<file path="src/rtl/div_clk_scheduler.sv">
// Glitch-free run-time selector between divider taps; clk_out is a gated, registered copy of the chosen tap.
// Optional feature macro: DIVSEL_TIMEOUT_EN adds a per-wait-state watchdog for stuck-high taps.
module div_clk_scheduler #(
    parameter int unsigned NUM_DIV     = 5,
    parameter int unsigned SEL_W       = 3,
    parameter int unsigned DEFAULT_SEL = 0,
    parameter int unsigned GAP_CYC     = 2
`ifdef DIVSEL_TIMEOUT_EN
    ,
    parameter int unsigned TIMEOUT_CYC = 200
`endif
) (
    input  logic               clk,
    input  logic               reset,
    input  logic [NUM_DIV-1:0] div_in,
    input  logic               enable,
    input  logic               sel_req_valid,
    input  logic [SEL_W-1:0]   sel_req_idx,
    output logic               sel_req_ready,
    output logic               clk_out,
    output logic [SEL_W-1:0]   cur_sel,
    output logic               switching,
    output logic               sel_done,
    output logic               sel_err,
    output logic               sel_timeout
);

    localparam int unsigned TAP_W = 1 << SEL_W;
    localparam int unsigned GAP_W = 4;

    typedef enum logic [1:0] {
        IDLE     = 2'd0,
        WAIT_OLD = 2'd1,
        GAP      = 2'd2,
        WAIT_NEW = 2'd3
    } state_e;

    state_e             state_q, state_d;
    logic [SEL_W-1:0]   cur_sel_q, cur_sel_d;
    logic [SEL_W-1:0]   tgt_q, tgt_d;
    logic               gate_q, gate_d;
    logic [GAP_W-1:0]   gap_cnt_q, gap_cnt_d;
    logic               done_q, done_d;
    logic               err_q, err_d;
    logic               ready_q, ready_d;
    logic               sw_q, sw_d;
    logic               clk_out_q;

    // Zero-extend so any SEL_W-wide index is in range.
    logic [TAP_W-1:0]   taps;
    logic               cur_tap;
    logic               req_fire;
    logic               idx_bad;
    logic               wd_hit;
    logic               proceed;

    assign taps     = TAP_W'(div_in);
    assign cur_tap  = taps[cur_sel_q];
    assign req_fire = sel_req_valid & ready_q;
    assign idx_bad  = 32'(sel_req_idx) >= NUM_DIV;
    assign proceed  = ~cur_tap | wd_hit;

`ifdef DIVSEL_TIMEOUT_EN
    logic [7:0] wd_q, wd_d;
    logic       to_q, to_d;
    logic       in_wait;

    assign in_wait = (state_q == WAIT_OLD) || (state_q == WAIT_NEW);
    assign wd_hit  = in_wait && (wd_q >= 8'(TIMEOUT_CYC - 1));

    // Watchdog restarts on every entry to a wait state and saturates.
    always_comb begin
        wd_d = wd_q;
        to_d = 1'b0;
        if (wd_hit && cur_tap) begin
            to_d = 1'b1;
        end
        if (state_d != state_q) begin
            wd_d = '0;
        end else if (in_wait && (wd_q != 8'hFF)) begin
            wd_d = wd_q + 8'd1;
        end
    end

    always_ff @(posedge clk or posedge reset) begin
        if (reset) begin
            wd_q <= '0;
            to_q <= 1'b0;
        end else begin
            wd_q <= wd_d;
            to_q <= to_d;
        end
    end

    assign sel_timeout = to_q;
`else
    assign wd_hit      = 1'b0;
    assign sel_timeout = 1'b0;
`endif

    // Next-state and pulse logic.
    always_comb begin
        state_d   = state_q;
        cur_sel_d = cur_sel_q;
        tgt_d     = tgt_q;
        gate_d    = gate_q;
        gap_cnt_d = gap_cnt_q;
        done_d    = 1'b0;
        err_d     = 1'b0;
        unique case (state_q)
            IDLE: begin
                if (req_fire) begin
                    if (idx_bad) begin
                        err_d = 1'b1;
                    end else if (sel_req_idx == cur_sel_q) begin
                        done_d = 1'b1;
                    end else begin
                        tgt_d   = sel_req_idx;
                        state_d = WAIT_OLD;
                    end
                end
            end
            WAIT_OLD: begin
                if (proceed) begin
                    gate_d    = 1'b0;
                    cur_sel_d = tgt_q;
                    gap_cnt_d = GAP_W'(GAP_CYC - 1);
                    state_d   = GAP;
                end
            end
            GAP: begin
                if (gap_cnt_q == '0) begin
                    state_d = WAIT_NEW;
                end else begin
                    gap_cnt_d = gap_cnt_q - GAP_W'(1);
                end
            end
            WAIT_NEW: begin
                if (proceed) begin
                    gate_d  = 1'b1;
                    done_d  = 1'b1;
                    state_d = IDLE;
                end
            end
            default: state_d = IDLE;
        endcase
        ready_d = (state_d == IDLE);
        sw_d    = (state_d != IDLE);
    end

    always_ff @(posedge clk or posedge reset) begin
        if (reset) begin
            state_q   <= IDLE;
            cur_sel_q <= SEL_W'(DEFAULT_SEL);
            tgt_q     <= SEL_W'(DEFAULT_SEL);
            gate_q    <= 1'b1;
            gap_cnt_q <= '0;
            done_q    <= 1'b0;
            err_q     <= 1'b0;
            ready_q   <= 1'b1;
            sw_q      <= 1'b0;
            clk_out_q <= 1'b0;
        end else begin
            state_q   <= state_d;
            cur_sel_q <= cur_sel_d;
            tgt_q     <= tgt_d;
            gate_q    <= gate_d;
            gap_cnt_q <= gap_cnt_d;
            done_q    <= done_d;
            err_q     <= err_d;
            ready_q   <= ready_d;
            sw_q      <= sw_d;
            clk_out_q <= gate_q & enable & cur_tap;
        end
    end

    assign sel_req_ready = ready_q;
    assign clk_out       = clk_out_q;
    assign cur_sel       = cur_sel_q;
    assign switching     = sw_q;
    assign sel_done      = done_q;
    assign sel_err       = err_q;

endmodule

</file>
<file path="config.mk">
export PLATFORM = sky130hd
export DESIGN_NAME = div_clk_scheduler
export DESIGN_NICKNAME = d
export VERILOG_FILES = /design/src/rtl/div_clk_scheduler.sv
export SDC_FILE = /design/constraint.sdc
export NUM_CORES = 1
export LEC_CHECK = 0
export CORE_UTILIZATION = 50
export CTS_CLUSTER_SIZE = 25
export DETAILED_ROUTE_END_ITERATION = 8
export HOLD_SLACK_MARGIN = 0.05
export PLACE_DENSITY = 0.78
export SETUP_SLACK_MARGIN = 0.2
export SLEW_MARGIN = 20
export SYNTH_ARGS = -nofsm -noshare
export SYNTH_HDL_FRONTEND = slang
export SYNTH_SLANG_ARGS = --single-unit
</file>
<file path="constraint.sdc">
create_clock -name clk -period 2.04 [get_ports clk]
set_input_delay 0.408 -clock clk [delete_from_list [all_inputs] [get_ports clk]]
set_output_delay 0.408 -clock clk [all_outputs]
set_load 0.01 [all_outputs]
</file>
* Word-level counts from Yosys, hierarchy flattened
Cells that the tools add are included.
** Storage, ports and cells
- Word-level logic and storage cells :: 59
- Memories :: 0
- Bits in registers :: 18
- ROM bits :: 0
- Latch bits :: 0
- Output and inout port bits :: 9
- Bits in writable memories :: 0
** Operators by class
- Add/sub/neg operators :: 1
- Reduce and logical (&&, ||, !) cells :: 10
- Multiplexer cells :: 23
- Multipliers :: 0
- Equal/unequal tests :: 7
- Bitwise operators :: 6
- Shifts and indexed selects :: 0
- Div/mod/pow operators :: 0
- Order comparisons :: 2
** Operators by type and width (count)
- $mux W2 :: 6
- $mux W1 :: 10
- $mux W4 :: 2
- $pmux W2 S4 :: 1
- $pmux W4 S2 :: 1
- $ne A2 B2 Y1 const B :: 3
- $reduce_and A3 Y1 :: 2
- $reduce_bool A2 Y1 :: 3
- $eq A2 B2 Y1 const B :: 2
- $logic_not A2 Y1 :: 2
- $logic_not A4 Y1 :: 1
- $lt A3 B4 Y1 const B :: 1
- $pmux W1 S2 :: 2
- $reduce_and A4 Y1 :: 1
- $sub A4 B1 Y4 const B :: 1
- $and A1 B1 Y1 :: 3
- $bmux W1 S3 :: 1
- $eq A3 B3 Y1 :: 1
- $ge A3 B3 Y1 const B :: 1
- $not A1 Y1 :: 3
- $eq A2 B1 Y1 const B :: 1
- $reduce_and A2 Y1 :: 1

* Depth between registers and ports, before layout
Gate-level depths: netlist of the first run.
- Depth after elaboration :: 6
- Gate-level depth with buffers :: 7
- Gate-level depth less buffers :: 7

* Least setup slack after synthesis of the first run
Ideal clock, no wire load.
- Path kind :: reg2reg
- Start :: reg cur_sel_q[1] (netlist: cur_sel[1])
- End :: reg sw_q (netlist: switching)
- Cell stages (with the launch flop) :: 7
- Clock period less this slack :: 1.684 ns
- Data arrival time :: 1.559 ns
- Setup time :: 0.124 ns
- Setup slack :: 0.356 ns
- Required time :: 1.916 ns
- Path through :: dfrtp_1 > buf_6 > or3_1 > a211oi_2 > nor3_1 > a2bb2oi_1 > or2_1
** Between the ends
- Word-level cells in the longest chain between the ends :: 6
- Elaborated cells between the ends (all ways) :: 10
** Ends and longest elaborated chain
- from (decl) :: line 39 : logic [SEL_W-1:0] cur_sel_q, cur_sel_d;
- from (signal assigned) :: line 154 : cur_sel_q <= SEL_W'(DEFAULT_SEL);
- from (signal assigned) :: line 165 : cur_sel_q <= cur_sel_d;
- $eq A3 B3 Y1 :: line 115 : end else if (sel_req_idx == cur_sel_q) begin
- $mux W2 :: line 115
- $mux W2 :: line 113 : if (idx_bad) begin
- $mux W2 :: line 112 : if (req_fire) begin
- $pmux W2 S4 (*) :: line 110 : unique case (state_q)
- net state_d[0] :: line 38 : state_e state_q, state_d;
- $reduce_bool A2 Y1 (*) :: line 148 : sw_d = (state_d != IDLE);
- net sw_d :: line 46 : logic sw_q, sw_d;
- to (signal assigned) :: line 172 : sw_q <= sw_d;
- to (decl) :: line 46
The timed path passes the listed nets; every way through them passes the cells marked *. The select of a mux whose other input is x is not followed.
A chain may end at the register's enable or synchronous reset.

* Worst setup path after layout of the first run
- Start :: in sel_req_idx[0]
- End :: reg sw_q (netlist: switching)
** Between the ends
- Word-level cells in the longest chain between the ends :: 6
- Elaborated cells between the ends (all ways) :: 7
** Ends and longest elaborated chain
- from (decl) :: line 18 : input logic [SEL_W-1:0] sel_req_idx,
- parallel branches: the longest is 2 deep, another holds $ge A3 B3 Y1
- $mux W2 (*) :: line 113
- $mux W2 (*) :: line 112
- $pmux W2 S4 (*) :: line 110
- net state_d[0] :: line 38
- $reduce_bool A2 Y1 (*) :: line 148
- net sw_d :: line 46
Mark *: on every way through the listed nets, which the timed path passes.

==> impl_metrics.toml, run 1 <==
[status]
status = "finished clean"

[worst_hold_path]
min_path_type = "input port to async pin"

[synthesis]
ys_seq_area_share_pct = 42.79
synth_edf_count = 0
synth_cell_types = 40
yosys_warnings = 0
ys_ff_latch = 18
netlist_area_sq_um = 1059
avgSynthCellArea_sq_um = 10.08
synthArstFlopShare_pct = 100.0
ys_dominant_reg_cell = "dfrtp_1"
synthesis.instances = 105
syn_nets = 124

[worst_setup_path]
reg2reg_depth = 5
cp.depth = 6
cp_num_buf_inv = 2
cp_top_family = "compound AO/OA/AOI/OAI gates"
critPathMaxFanout = 4
critPathArrivalTime_ps = 2010
path_cells = "clkdlybuf4s50_1 -> inv_1 -> o311ai_2 -> nor3_2 -> a2bb2oi_2 -> or2_1"
slowest_delay_ps = 550
worst_setup_path_end_kind = "flip-flop"
startpoint_type = "input port"
crit_required_ps = 2230
cp_slowest_cell = "clkdlybuf4s50_1"
critical_path_class = "input port to flip-flop"

[routing]
drc = 0
first_pass_iters = 5
detail_route.wl_per_cell_microns = 13.98
drtAntennaViolNets = 0
viasPerCell = 5.689
drt_iter0_drc = 18
vias = 916
wl_microns = 2250

[cts]
cts.clk_slew.worst_paths_ps = 100
clk_path_buf_depth = 2
cts_sinks = 18
clk_latency_ps = 290
cts_buffers = 3
cts_max_level = 1
cts_tree = "yes"
cts_root_buf = "clkbuf_4"
postCtsHoldBufs = 0

[grt]
grt_max_degree = 19
gr-total-overflow = 0
grt_pass1_wl_microns = 3491
gr-usage-all-layers_pct = 22.07
antenna_found_initial = 0
grt_pass1_vias = 835

[placement]
place_congestion = 0.7955
io_buffers = 19
hpwl_microns = 1660
post-place-ws_ps = -206.2
place_inst = 157

[die]
die_area_sq_um = 2305
initial_core_util_pct = 53.41
die-height_microns = 48.01
coreArea_sq_um = 1982
die_w_microns = 48.01
row_count = 16
io_pins = 21

[timing]
setup-tns-final_ps = 0
fin_ws_ps = 222.3
fmax_mhz = 550.1
hold_violations = 0
fin_crit_ps = 1818
drv_slew = 0
finalSetupViolCount = 0
period_share_pct = 89.10
rsz0062_at_grt = "true"
finClkSkew_ps = 1.357

[power_and_ir_drop]
irDropWorstVdd_v = 0.0007300
leakagePower_nw = 0.5988
powerDensity_nw_per_um2 = 1258

[finish]
fin_cells = 161
finalNetCount = 155
diodes = 0
final_util_pct = 70.58
drive_gt1_share_pct = 26.12
area_growth_pct = 32.15
final_cell_mix = "clkdlybuf4s50_1 (16), dfrtp_1 (15), buf_4 (10)"
fillCellCount = 129
layout_commonest_cell = "clkdlybuf4s50_1"

[run]
maxCapViolations = 0
-- what timing repair did --
| item | CTS | global route |
|---|---|---|
| pin swaps | 5 | 2 |
| setup buffers | 1 | 0 |
| setup endpoints to repair | 5 | 10 |
| resized for setup | 6 | 6 |
-- power by group --
group,total [mW],switching [mW],internal [mW]
Clock,0.176,0.108,0.0688
Combinational,0.919,0.450,0.469
Sequential,0.665,0.143,0.522
-- synthesized netlist by cell type, drive strengths merged, types with 2 or more instances --
library cell / count / share of area, %
nand2b: 2 / 1.2
a21oi: 2 / 0.95
nor2: 7 / 2.7
ha: 7 / 8.3
xor2: 2 / 1.7
or3: 3 / 1.8
o211ai: 2 / 1.4
o22ai: 2 / 1.8
or2: 2 / 1.2
nand2: 7 / 2.5
mux2i: 2 / 1.9
nand3: 5 / 2.4
buf: 2 / 1.8
o21ai: 5 / 2.4
o311ai: 2 / 1.7
dfrtp: 16 / 38
mux2: 6 / 6.4
dfstp: 2 / 5.0
inv: 9 / 3.2
nor3: 5 / 2.4
-- layer usage --
layer  wire [microns]  up-vias  track usage (%)
li1                 -      437                -
met2             1107       30            35.68
met1             1008      444            29.86
met4               36        0            8.333
met5                0        -                0
met3               98        5            3.019
-- final timing paths --
path                           startpoint            end  slack [ps]
max                        sel_req_idx[0]      switching         220
min                                 reset        clk_out         430
max reg2reg                    cur_sel[2]     cur_sel[1]         220
min reg2reg                        gate_q        clk_out         490
max in group asynchronous           reset  sel_req_ready        1360
min in group clk                   gate_q        clk_out         490
-- metrics by stage --
stage                     instance area (sq um)  hold slack [ps]  power (mW)
final                                      1399            427.2       1.760
after global placement                     1328            474.4       1.494
after CTS                                  1371            444.2       1.736
after global routing                       1399            495.4       1.906
after floorplan                            1059            345.1       1.226
after detailed placement                   1328            474.7       1.531
-- worst reg2reg max path: cells and delay by family, from the launching register on --
kind	cells	cell delay (ps)
multiplexers	1	370
flip-flops	1	470
AND/OR/NAND/NOR	3	610
AO/OA/AOI/OAI	1	260
-- cell families after synthesis --
kind of cell,synth area share [%]
buf+inv,5.319
fa+ha+maj,8.274
compound gates,15.60
mux,8.274
xor+xnor,1.655
other cells,0.3543
flops,42.79
simple gates,17.73
-- state kept, by name, indices dropped and copies added (netlist names) --
| signal | count |
|---|---|
| gap_cnt_q | 4 |
| cur_sel | 3 |
| tgt_q | 3 |
| state_q | 2 |
| clk_out | 1 |
| gate_q | 1 |
| sel_done | 1 |
| sel_err | 1 |
| sel_req_ready | 1 |
| switching | 1 |
-- cell type report --
class	instances	area, sq um	share of cell area (%)
flip-flops and latches	18	454.2	32.47
repair buffers	29	265.3	18.96
multi-input cells	75	589.3	42.13
clock buffers	3	22.52	1.610
inverters	9	33.78	2.415
well taps	27	33.78	2.415
No activity file was read; power rests on OpenSTA's default activity.
==> inputs of run 2 (changes only) <==
- HOLD_SLACK_MARGIN: 0.05 -> unset
- clock period: 2.04 -> 1.9 ns (I/O delays scaled with it)
==> impl_metrics.toml, run 2 (synthesized netlist as in run 1, its figures left out) <==
[placement]
io_buffers = 19
place_congestion = 0.8091
post-place-ws_ps = -286.2
hpwl_microns = 1749

[worst_setup_path]
critPathMaxFanout = 6
reg2reg_depth = 6
crit_required_ps = 2090
crit_path_start = "cur_sel[1]"
startpoint_type = "flip-flop"
critPathArrivalTime_ps = 1990
cp-endpoint = "switching"
timing.rr.end = "switching"
critical_path_class = "flip-flop to flip-flop"
r2r-start = "cur_sel[1]"
worst_setup_path_end_kind = "flip-flop"
ff2ff_setup_slack_ps = 100

[routing]
first_pass_iters = 4
vias = 963
drc = 0
detail_route.wl_per_cell_microns = 17.48
drt_iter0_drc = 47
drtAntennaViolNets = 0
viasPerCell = 5.599
wl_microns = 3007

[finish]
regMostFlops = "gap_cnt_q"
final_cell_mix = "buf_4 (19), dfrtp_1 (14), clkdlybuf4s50_1 (12)"
largest_reg_flops = 4
area_growth_pct = 48.70
finalNetCount = 165
drive_gt1_share_pct = 37.93
diodes = 0
layout_commonest_cell = "buf_4"

[power_and_ir_drop]
powerDensity_nw_per_um2 = 1410
irDropWorstVdd_v = 0.0008893
p_int_mw = 1.309
p_sw_uw = 910.8
combinationalPowerShare_pct = 58.6
power.clock.fraction_pct = 9.1
leakagePower_nw = 0.6812
seqPwrFrac_pct = 32.2
swShare_pct = 41.03
power_mw = 2.220

[worst_hold_path]
min_path_type = "input port to async pin"

[timing]
period_share_pct = 94.95
finalSetupViolCount = 0
hold_violations = 0
fin_ws_ps = 95.92
drv_slew = 0
fin_crit_ps = 1804
whs_ps = 387.9
fmax_mhz = 554.3
finClkSkew_ps = 5.561
setup-tns-final_ps = 0
rsz0062_at_grt = "true"

[cts]
cts_sinks = 18
cts_tree = "yes"
cts_root_buf = "clkbuf_4"
clk_latency_ps = 300
cts_max_level = 1
clk_path_buf_depth = 2
cts_buffers = 3
postCtsHoldBufs = 0
cts.clk_slew.worst_paths_ps = 110

[die]
row_count = 16
die-height_microns = 48.01
die_area_sq_um = 2305
die_w_microns = 48.01
io_pins = 21
coreArea_sq_um = 1982
initial_core_util_pct = 53.41

[grt]
antenna_found_initial = 0
gr-usage-all-layers_pct = 25.68
grt_max_degree = 19
gr-total-overflow = 0
grt_pass1_vias = 831
grt_pass1_wl_microns = 3850

[status]
status = "finished clean"

[run]
maxCapViolations = 0
## run 2: cell count changes in the layout (fill, tap and decap cells not counted), sizes merged
cell           previous run  this run
buf                      10        20
clkdlybuf4s50            16        12
dlygate4sd2               2         5
clkbuf                    3         4
dlymetal6s2s              1         2
## run 2: what timing repair did
item,in CTS,in global routing
setup buffers,3,4
gates resized for setup,19,16
endpoints found under the setup margin,15,15
pin swaps,5,6
## run 2: area by class of cell
class / instances / area [sq um]
Clock buffer: 4 / 26.28
Fill cell: 111 / 407.9
Tap cell: 27 / 33.78
Inverter: 9 / 33.78
Multi-Input combinational cell: 75 / 681.9
Timing Repair Buffer: 39 / 342.8
Sequential cell: 18 / 455.4
## run 2: critical path, cell delays in order, from the launching register on
cell	delay [ps]
dfrtp_2	500
or3_4	370
a211oi_4	270
buf_4	160
nor3_2	40
a2bb2oi_2	140
or2_1	210
## run 2: per-stage QoR
stage	cells	util, %	cell area [sq um]
floorplan	105	-	1059
global placement	161	68.50	1358
detailed placement	161	68.50	1358
CTS	168	73.67	1460
global route	172	79.42	1574
finish	172	79.42	1574
## run 2: power groups by stage
stage	Combinational (mW)	Clock, mW	Sequential [mW]
detailed placement	0.997	0	0.705
global placement	0.967	0	0.700
floorplan	0.626	0	0.690
finish	1.30	0.203	0.716
CTS	1.11	0.204	0.690
global route	1.42	0.223	0.734
## run 2: worst min path at each step
| stage | end | cells past startpoint | start |
|---|---|---|---|
| after floorplan | clk_out | 1 | reset |
| after global placement | clk_out | 2 | gate_q |
| after detailed placement | clk_out | 2 | gate_q |
| after CTS | sel_err | 3 | reset |
| after global routing | sel_err | 3 | reset |
| final | sel_err | 3 | reset |
## run 2: layer usage
layer,vias to the layer above,routed length [microns],global-route usage [%]
li1,457,-,-
met2,50,1456,36.49
met5,-,0,0
met1,446,1250,35.81
met3,10,199,7.170
met4,0,101,12.22
